[src/rtl/multiplier_5by5_pkg.sv]
// Shared widths, FSM states and helpers for the 5x5 shift-add multiplier.
package mul_pkg;

  localparam int WORD_W = 5;
  localparam int PROD_W = 10;
  localparam int CNT_W  = 3;
  localparam logic [CNT_W-1:0] ITER_LAST = 3'd4;

  typedef enum logic [2:0] {
    IDLE,
    LOAD_A,
    LOAD_B,
    MULT,
    OUT_HI,
    OUT_LO
  } mulState_t;

  // Magnitude of a two's complement word; -16 maps to 5'b10000, which the unsigned core handles.
  function automatic logic [WORD_W-1:0] magOf(input logic [WORD_W-1:0] w);
    return w[WORD_W-1] ? (~w + 1'b1) : w;
  endfunction

endpackage

[src/rtl/multiplier_5by5_if.sv]
// Serial 5-bit word bus shared with the 10-by-5 divider: host drives operands, block returns product words.
interface multiplier_5by5_if;
  import mul_pkg::*;

  logic [WORD_W-1:0] dataIN;
  logic              start;
  logic              busy;
  logic              done;
  logic [WORD_W-1:0] dataOUT;

  modport master (output dataIN, output start, input busy, input done, input dataOUT);
  modport slave  (input dataIN, input start, output busy, output done, output dataOUT);

endinterface

[src/rtl/multiplier_5by5_shift_add_core.sv]
// Operand registers, iteration counter and shift-add accumulator.
// With MUL_SIGNED_EN defined, operands are stored as magnitudes and the product sign is fixed on output.
module shift_add_core
  import mul_pkg::*;
(
  input  logic              clk,
  input  logic              rst,
  input  logic              loadA,
  input  logic              loadB,
  input  logic              step,
  input  logic [WORD_W-1:0] dataIn,
  output logic              iterLast,
  output logic [PROD_W-1:0] product
);

  logic [WORD_W-1:0] regA;
  logic [WORD_W-1:0] regB;
  logic [PROD_W-1:0] accP;
  logic [CNT_W-1:0]  count;
  logic [WORD_W-1:0] operandIn;

`ifdef MUL_SIGNED_EN
  logic signA;
  logic signB;

  assign operandIn = magOf(dataIn);

  always_ff @(posedge clk) begin
    if (rst) begin
      signA <= 1'b0;
      signB <= 1'b0;
    end else begin
      if (loadA) signA <= dataIn[WORD_W-1];
      if (loadB) signB <= dataIn[WORD_W-1];
    end
  end

  // Negation happens on the way out so the core stays purely unsigned and no cycle is added.
  assign product = (signA ^ signB) ? (~accP + 1'b1) : accP;
`else
  assign operandIn = dataIn;
  assign product   = accP;
`endif

  // LOAD_B clears the accumulator, so the previous product lingers until the next operation.
  always_ff @(posedge clk) begin
    if (rst) begin
      regA  <= '0;
      regB  <= '0;
      accP  <= '0;
      count <= '0;
    end else begin
      if (loadA) regA <= operandIn;
      if (loadB) begin
        regB  <= operandIn;
        accP  <= '0;
        count <= '0;
      end else if (step) begin
        if (regB[count]) accP <= accP + (PROD_W'(regA) << count);
        count <= count + 1'b1;
      end
    end
  end

  assign iterLast = (count == ITER_LAST);

endmodule

[src/rtl/multiplier_5by5.sv]
// Sequential 5x5 shift-add multiplier: FSM and output decode around shift_add_core.
// Optional signed operands via `define MUL_SIGNED_EN.
module multiplier_5by5
  import mul_pkg::*;
(
  input  logic              clk,
  input  logic              rst,
  multiplier_5by5_if.slave  bus
);

  mulState_t state;
  mulState_t nextState;

  logic              loadA;
  logic              loadB;
  logic              step;
  logic              iterLast;
  logic [PROD_W-1:0] product;
  logic              busyInt;
  logic              doneInt;
  logic [WORD_W-1:0] dataOutInt;

  shift_add_core core (
    .clk      (clk),
    .rst      (rst),
    .loadA    (loadA),
    .loadB    (loadB),
    .step     (step),
    .dataIn   (bus.dataIN),
    .iterLast (iterLast),
    .product  (product)
  );

  always_ff @(posedge clk) begin
    if (rst) state <= IDLE;
    else     state <= nextState;
  end

  // Outputs depend only on state and registered product, never directly on bus inputs.
  always_comb begin
    nextState  = state;
    loadA      = 1'b0;
    loadB      = 1'b0;
    step       = 1'b0;
    busyInt    = 1'b1;
    doneInt    = 1'b0;
    dataOutInt = '0;
    unique case (state)
      IDLE: begin
        busyInt = 1'b0;
        if (bus.start) nextState = LOAD_A;
      end
      LOAD_A: begin
        loadA     = 1'b1;
        nextState = LOAD_B;
      end
      LOAD_B: begin
        loadB     = 1'b1;
        nextState = MULT;
      end
      MULT: begin
        step = 1'b1;
        if (iterLast) nextState = OUT_HI;
      end
      OUT_HI: begin
        doneInt    = 1'b1;
        dataOutInt = product[PROD_W-1:WORD_W];
        nextState  = OUT_LO;
      end
      OUT_LO: begin
        doneInt    = 1'b1;
        dataOutInt = product[WORD_W-1:0];
        nextState  = IDLE;
      end
      default: nextState = IDLE;
    endcase
  end

  assign bus.busy    = busyInt;
  assign bus.done    = doneInt;
  assign bus.dataOUT = dataOutInt;

endmodule
[src/flat_wrapper.sv]
// flat-port wrapper written by rule: the top's interface ports become plain ports
module multiplier_5by5_flat import mul_pkg::*;
  (clk, rst, bus_dataIN, bus_start, bus_busy, bus_done, bus_dataOUT);
  multiplier_5by5_if bus_i ();
  input  logic clk;
  input  logic rst;
  input wire logic [$bits(bus_i.dataIN)-1:0] bus_dataIN;
  input wire logic [$bits(bus_i.start)-1:0] bus_start;
  output wire logic [$bits(bus_i.busy)-1:0] bus_busy;
  output wire logic [$bits(bus_i.done)-1:0] bus_done;
  output wire logic [$bits(bus_i.dataOUT)-1:0] bus_dataOUT;
  assign bus_i.dataIN = bus_dataIN;
  assign bus_i.start = bus_start;
  assign bus_busy = bus_i.busy;
  assign bus_done = bus_i.done;
  assign bus_dataOUT = bus_i.dataOUT;
  multiplier_5by5 u_core (.clk(clk), .rst(rst), .bus(bus_i));
endmodule
[config.mk]
export PLATFORM = sky130hd
export DESIGN_NAME = multiplier_5by5_flat
export DESIGN_NICKNAME = d
export VERILOG_FILES = /design/src/rtl/multiplier_5by5_pkg.sv /design/src/rtl/multiplier_5by5_if.sv /design/src/rtl/multiplier_5by5_shift_add_core.sv /design/src/rtl/multiplier_5by5.sv /design/src/flat_wrapper.sv
export SDC_FILE = /design/constraint.sdc
export NUM_CORES = 1
export LEC_CHECK = 0
export CAP_MARGIN = 20
export CORE_ASPECT_RATIO = 0.8
export CORE_UTILIZATION = 30
export CTS_CLUSTER_SIZE = 10
export DETAILED_ROUTE_END_ITERATION = 10
export HOLD_SLACK_MARGIN = 0.05
export SLEW_MARGIN = 25
export SYNTH_ARGS = -nofsm -noshare
export SYNTH_HDL_FRONTEND = slang
export SYNTH_SLANG_ARGS = --single-unit
[constraint.sdc]
create_clock -name clk -period 4.9 [get_ports clk]
set_input_delay 0.49 -clock clk [delete_from_list [all_inputs] [get_ports clk]]
set_output_delay 0.49 -clock clk [all_outputs]
set_load 0.02 [all_outputs]
==> results.txt <==
By startpoint and endpoint, the worst setup path is classified as reg -> reg. 0 antenna diodes ended up in the layout. Among all flip-flop cells after synthesis, the most frequent one is sky130_fd_sc_hd__dfxtp_1. The fraction of post-synthesis cell area in the top cell type by area is 0.307, and the count of buffers from port buffering is 14.

The post-CTS clock slew at the launch and capture registers of the worst setup and hold paths was 0.09 ns. TritonCTS built the clock tree. The combined global-route utilization of all metal layers came out at 0.136.

The worst-case IR drop observed on VDD is 0.102 mV. The initial standard-cell utilization of the core is 0.312, and the die outline width is 86.1 um. The maximum operating frequency was 376 MHz.

Among cell families on the critical path, the largest total delay comes from compound AO/OA/AOI/OAI gates. The final setup violation count is 0. The worst setup path is captured at a flop. For the pin with the worst max-slew slack, the measured transition is 0.809 ns. The setup slack after layout came out at 2.24 ns. Fraction of synthesis flops using an asynchronous set or reset pin: 0. The global route total overflow was 0. Dividing the detail-routed via count by the number of cells gives 4.98. The number of buffers and inverters on the critical path is 0.

The worst hold path was traced through 2 stages. The fraction of layout instances using a drive strength above 1 works out to 0.0364. The number of different library cells used by synthesis comes to 37. Clock tree root buffer cell: sky130_fd_sc_hd__clkbuf_8. Hold violation total from the final report: 0.

sky130_fd_sc_hd__nor2_1 is the most common cell in the netlist. The signal on the critical path passes through mux2_2, o21ai_0, o21ai_0, ha_1, o21ai_1, a211oi_1, o31a_1, nor2_1, nor4_1, a311o_1. For the number of maximum-capacitance constraint violations, the log shows 0. Data arrives at the worst endpoint at 2.83 ns.

Summed over all nets, the half-perimeter wirelength after detailed placement is 2.83 mm. Counting instances in the post-synthesis netlist gives the leading cell types as sky130_fd_sc_hd__nor2_1 (31), sky130_fd_sc_hd__a21oi_1 (26), sky130_fd_sc_hd__dfxtp_1 (26), sky130_fd_sc_hd__nand2_1 (22), sky130_fd_sc_hd__mux2i_1 (16). Buffers inserted during clock tree synthesis total 3. In this run the count of I/O pins placed on the die edge is 15. The synthesis warning total came out at 0. Setup repair after global routing left no endpoint under its margin. After synthesis the cells add up to 1700 um2.

The cell count after synthesis is 215. The die is 69.2 um tall. The run finished with clean final reports. For the count of final max-slew check failures, the log shows 0.

In this run the standard cell core region covers 5440 um2. The delay of the slowest cell on the worst path came out at 0.58 ns. The total via count after detailed routing is 1483. For this run, the detailed router's first-pass iteration total came to 4.

The run gives 0 as the post-cts sizing count. The die covers 5960 um2. The worst slew margin relative to its limit is 0.460, and the number of buffers inserted by hold repair at cts is 0. The total wire length after detailed routing is 3.80 mm. The synthesized design contains 26 register bits. The proportion of synthesized chip area in sequential cells is 0.307. The final cell utilization of the core is 0.356. Dividing the detail-routed wire length by the instance count gives 12.8 um. The post-route fraction of the period consumed by the critical path is 0.543. The total number of H-tree levels is 1, and the data required time at the worst endpoint is 5.07 ns. The logs give 2 for the number of buffers on the longest clock path and 241 for the final-stage net count. Before CTS, the worst setup slack after placement is 2.28 ns.

The number of enable flip-flop cells after synthesis is 0. The initial antenna violation count came out at 0. The routed design could run at a clock period as short as 2.66 ns. In this run the number of cells on the critical path is 10. The tools report the kind of start point of the critical path as a flop. The final estimated routing congestion in global placement was 0.838. The largest individual stage delay along the critical path comes from the cell sky130_fd_sc_hd__dfxtp_1. The depth of the worst register-to-register path works out to 10. The post-synthesis cell type with the largest combined area was sky130_fd_sc_hd__dfxtp_1.

The wire length of the first global-routing pass is 6.40 mm, and the remaining number of nets flagged by the antenna check after routing is 0. The placement row count was 24; the final setup TNS was 0 ns. After detailed routing, the number of remaining DRC violations is 0. The min-delay analysis places its worst path in the category reg -> reg. For the worst-skew pair, the clock arrives at the later sink with an insertion delay of 0.27 ns. The number of nets in the synthesized netlist is 235. The number of design-rule violations left by the first detailed-router iteration was 58; the maximum fanout encountered on the critical timing path was 11. On the final layout, the worst clock skew is 0.00608 ns.

The layout filler cell count came out at 566. Number of global-route vias before repair: 1335. Ranked by total cell area, the synthesized netlist is headed by sky130_fd_sc_hd__dfxtp_1 (31%), sky130_fd_sc_hd__mux2i_1 (9.4%), sky130_fd_sc_hd__ha_1 (8.1%), sky130_fd_sc_hd__a21oi_1 (7.7%), sky130_fd_sc_hd__nor2_1 (6.9%). The total clock sinks is 26. The cell occurring most often along the worst timing path was sky130_fd_sc_hd__o21ai_0. Post-CTS timing repair inserted 0 buffers for setup.

From synthesis to final layout, the design area changed by 14.2%. The leakage power of the design is 0.000727 uW. The power per unit of standard cell area was 241 nW/um2.

The average instance area after synthesis is 7.89 um2. The maximum number of pins on one net before global-route repair was 21.
-- layer usage --
metal  share of wire  GRT usage  up-vias
met5               0          0        -
met4          0.0092     0.0333        0
met3           0.051     0.0405        2
met2            0.44      0.208       39
met1            0.50      0.187      685
li1                -          -      757
-- layout make-up --
class	instances	area, um2	share of cell area
sequential	26	520	0.269
clock inverter	1	30.0	0.0155
inverter	7	26.3	0.0136
tap	78	97.6	0.0504
multi-input combinational	169	1080	0.558
timing repair buffer	14	140	0.0724
clock buffer	3	41.3	0.0213
-- cells in the final DEF, fill, tap and decap left out, drive strengths merged, types with 3 or more instances in the layout --
master          n
nor2           32
a21oi          26
dfxtp          26
nand2          22
mux2i          16
clkdlybuf4s50  14
o21ai          13
ha             11
inv             7
o31ai           5
nand3           5
nand2b          5
nor2b           4
xor2            4
nand4           3
or3             3
a21o            3
clkbuf          3
-- worst register-to-register path, stage by stage (launching register included) --
cell and delay [ns]:
sky130_fd_sc_hd__dfxtp_1 0.58, sky130_fd_sc_hd__mux2_2 0.40, sky130_fd_sc_hd__o21ai_0 0.20, sky130_fd_sc_hd__o21ai_0 0.12, sky130_fd_sc_hd__ha_1 0.34, sky130_fd_sc_hd__o21ai_1 0.12, sky130_fd_sc_hd__a211oi_1 0.07, sky130_fd_sc_hd__o31a_1 0.25
sky130_fd_sc_hd__nor2_1 0.09, sky130_fd_sc_hd__nor4_1 0.05, sky130_fd_sc_hd__a311o_1 0.33
-- flip-flops by register name (all words and copies together), names as in the netlist --
| signal | count |
|---|---|
| u_core.core.product | 10 |
| u_core.core.regA | 5 |
| u_core.core.count | 3 |
| u_core.state | 3 |
| u_core.core.regB | 5 |
-- final timing paths --
| kind | start | endpoint | slack, ns |
|---|---|---|---|
| setup / recovery | u_core.core.count[1] | u_core.core.product[8] | 2.24 |
| hold / removal | u_core.core.regB[2] | u_core.core.regB[2] | 0.48 |
| setup reg to reg | u_core.core.count[1] | u_core.core.product[8] | 2.24 |
| hold reg to reg | u_core.core.regB[2] | u_core.core.regB[2] | 0.48 |
-- where the power goes --
part	total, uW	switching (uW)	internal, uW
clock network	180	70.5	109
registers	230	12.2	218
logic	57.0	30.9	26.1
-- through the flow --
stage	total power, uW	hold slack [ns]	cells	area [um2]
2_1_floorplan	275	0.449	215	1700
3_3_place_gp	292	0.465	294	1860
3_5_place_dp	292	0.465	294	1860
4_1_cts	471	0.478	298	1940
5_1_grt	488	0.499	298	1940
6_report	467	0.478	298	1940
-- logic make-up (layout without fill, tap and decap cells) --
kind of cell    count (synthesis)  in the layout  synth area share
mux                            18             18             0.114
compound gates                 53             53             0.180
flops                          26             26             0.307
xor+xnor                        5              5            0.0258
buf+inv                        20             25            0.0561
simple gates                   81             81             0.224
fa+ha+maj                      12             12            0.0930
Power figures use the tool's default switching activity.
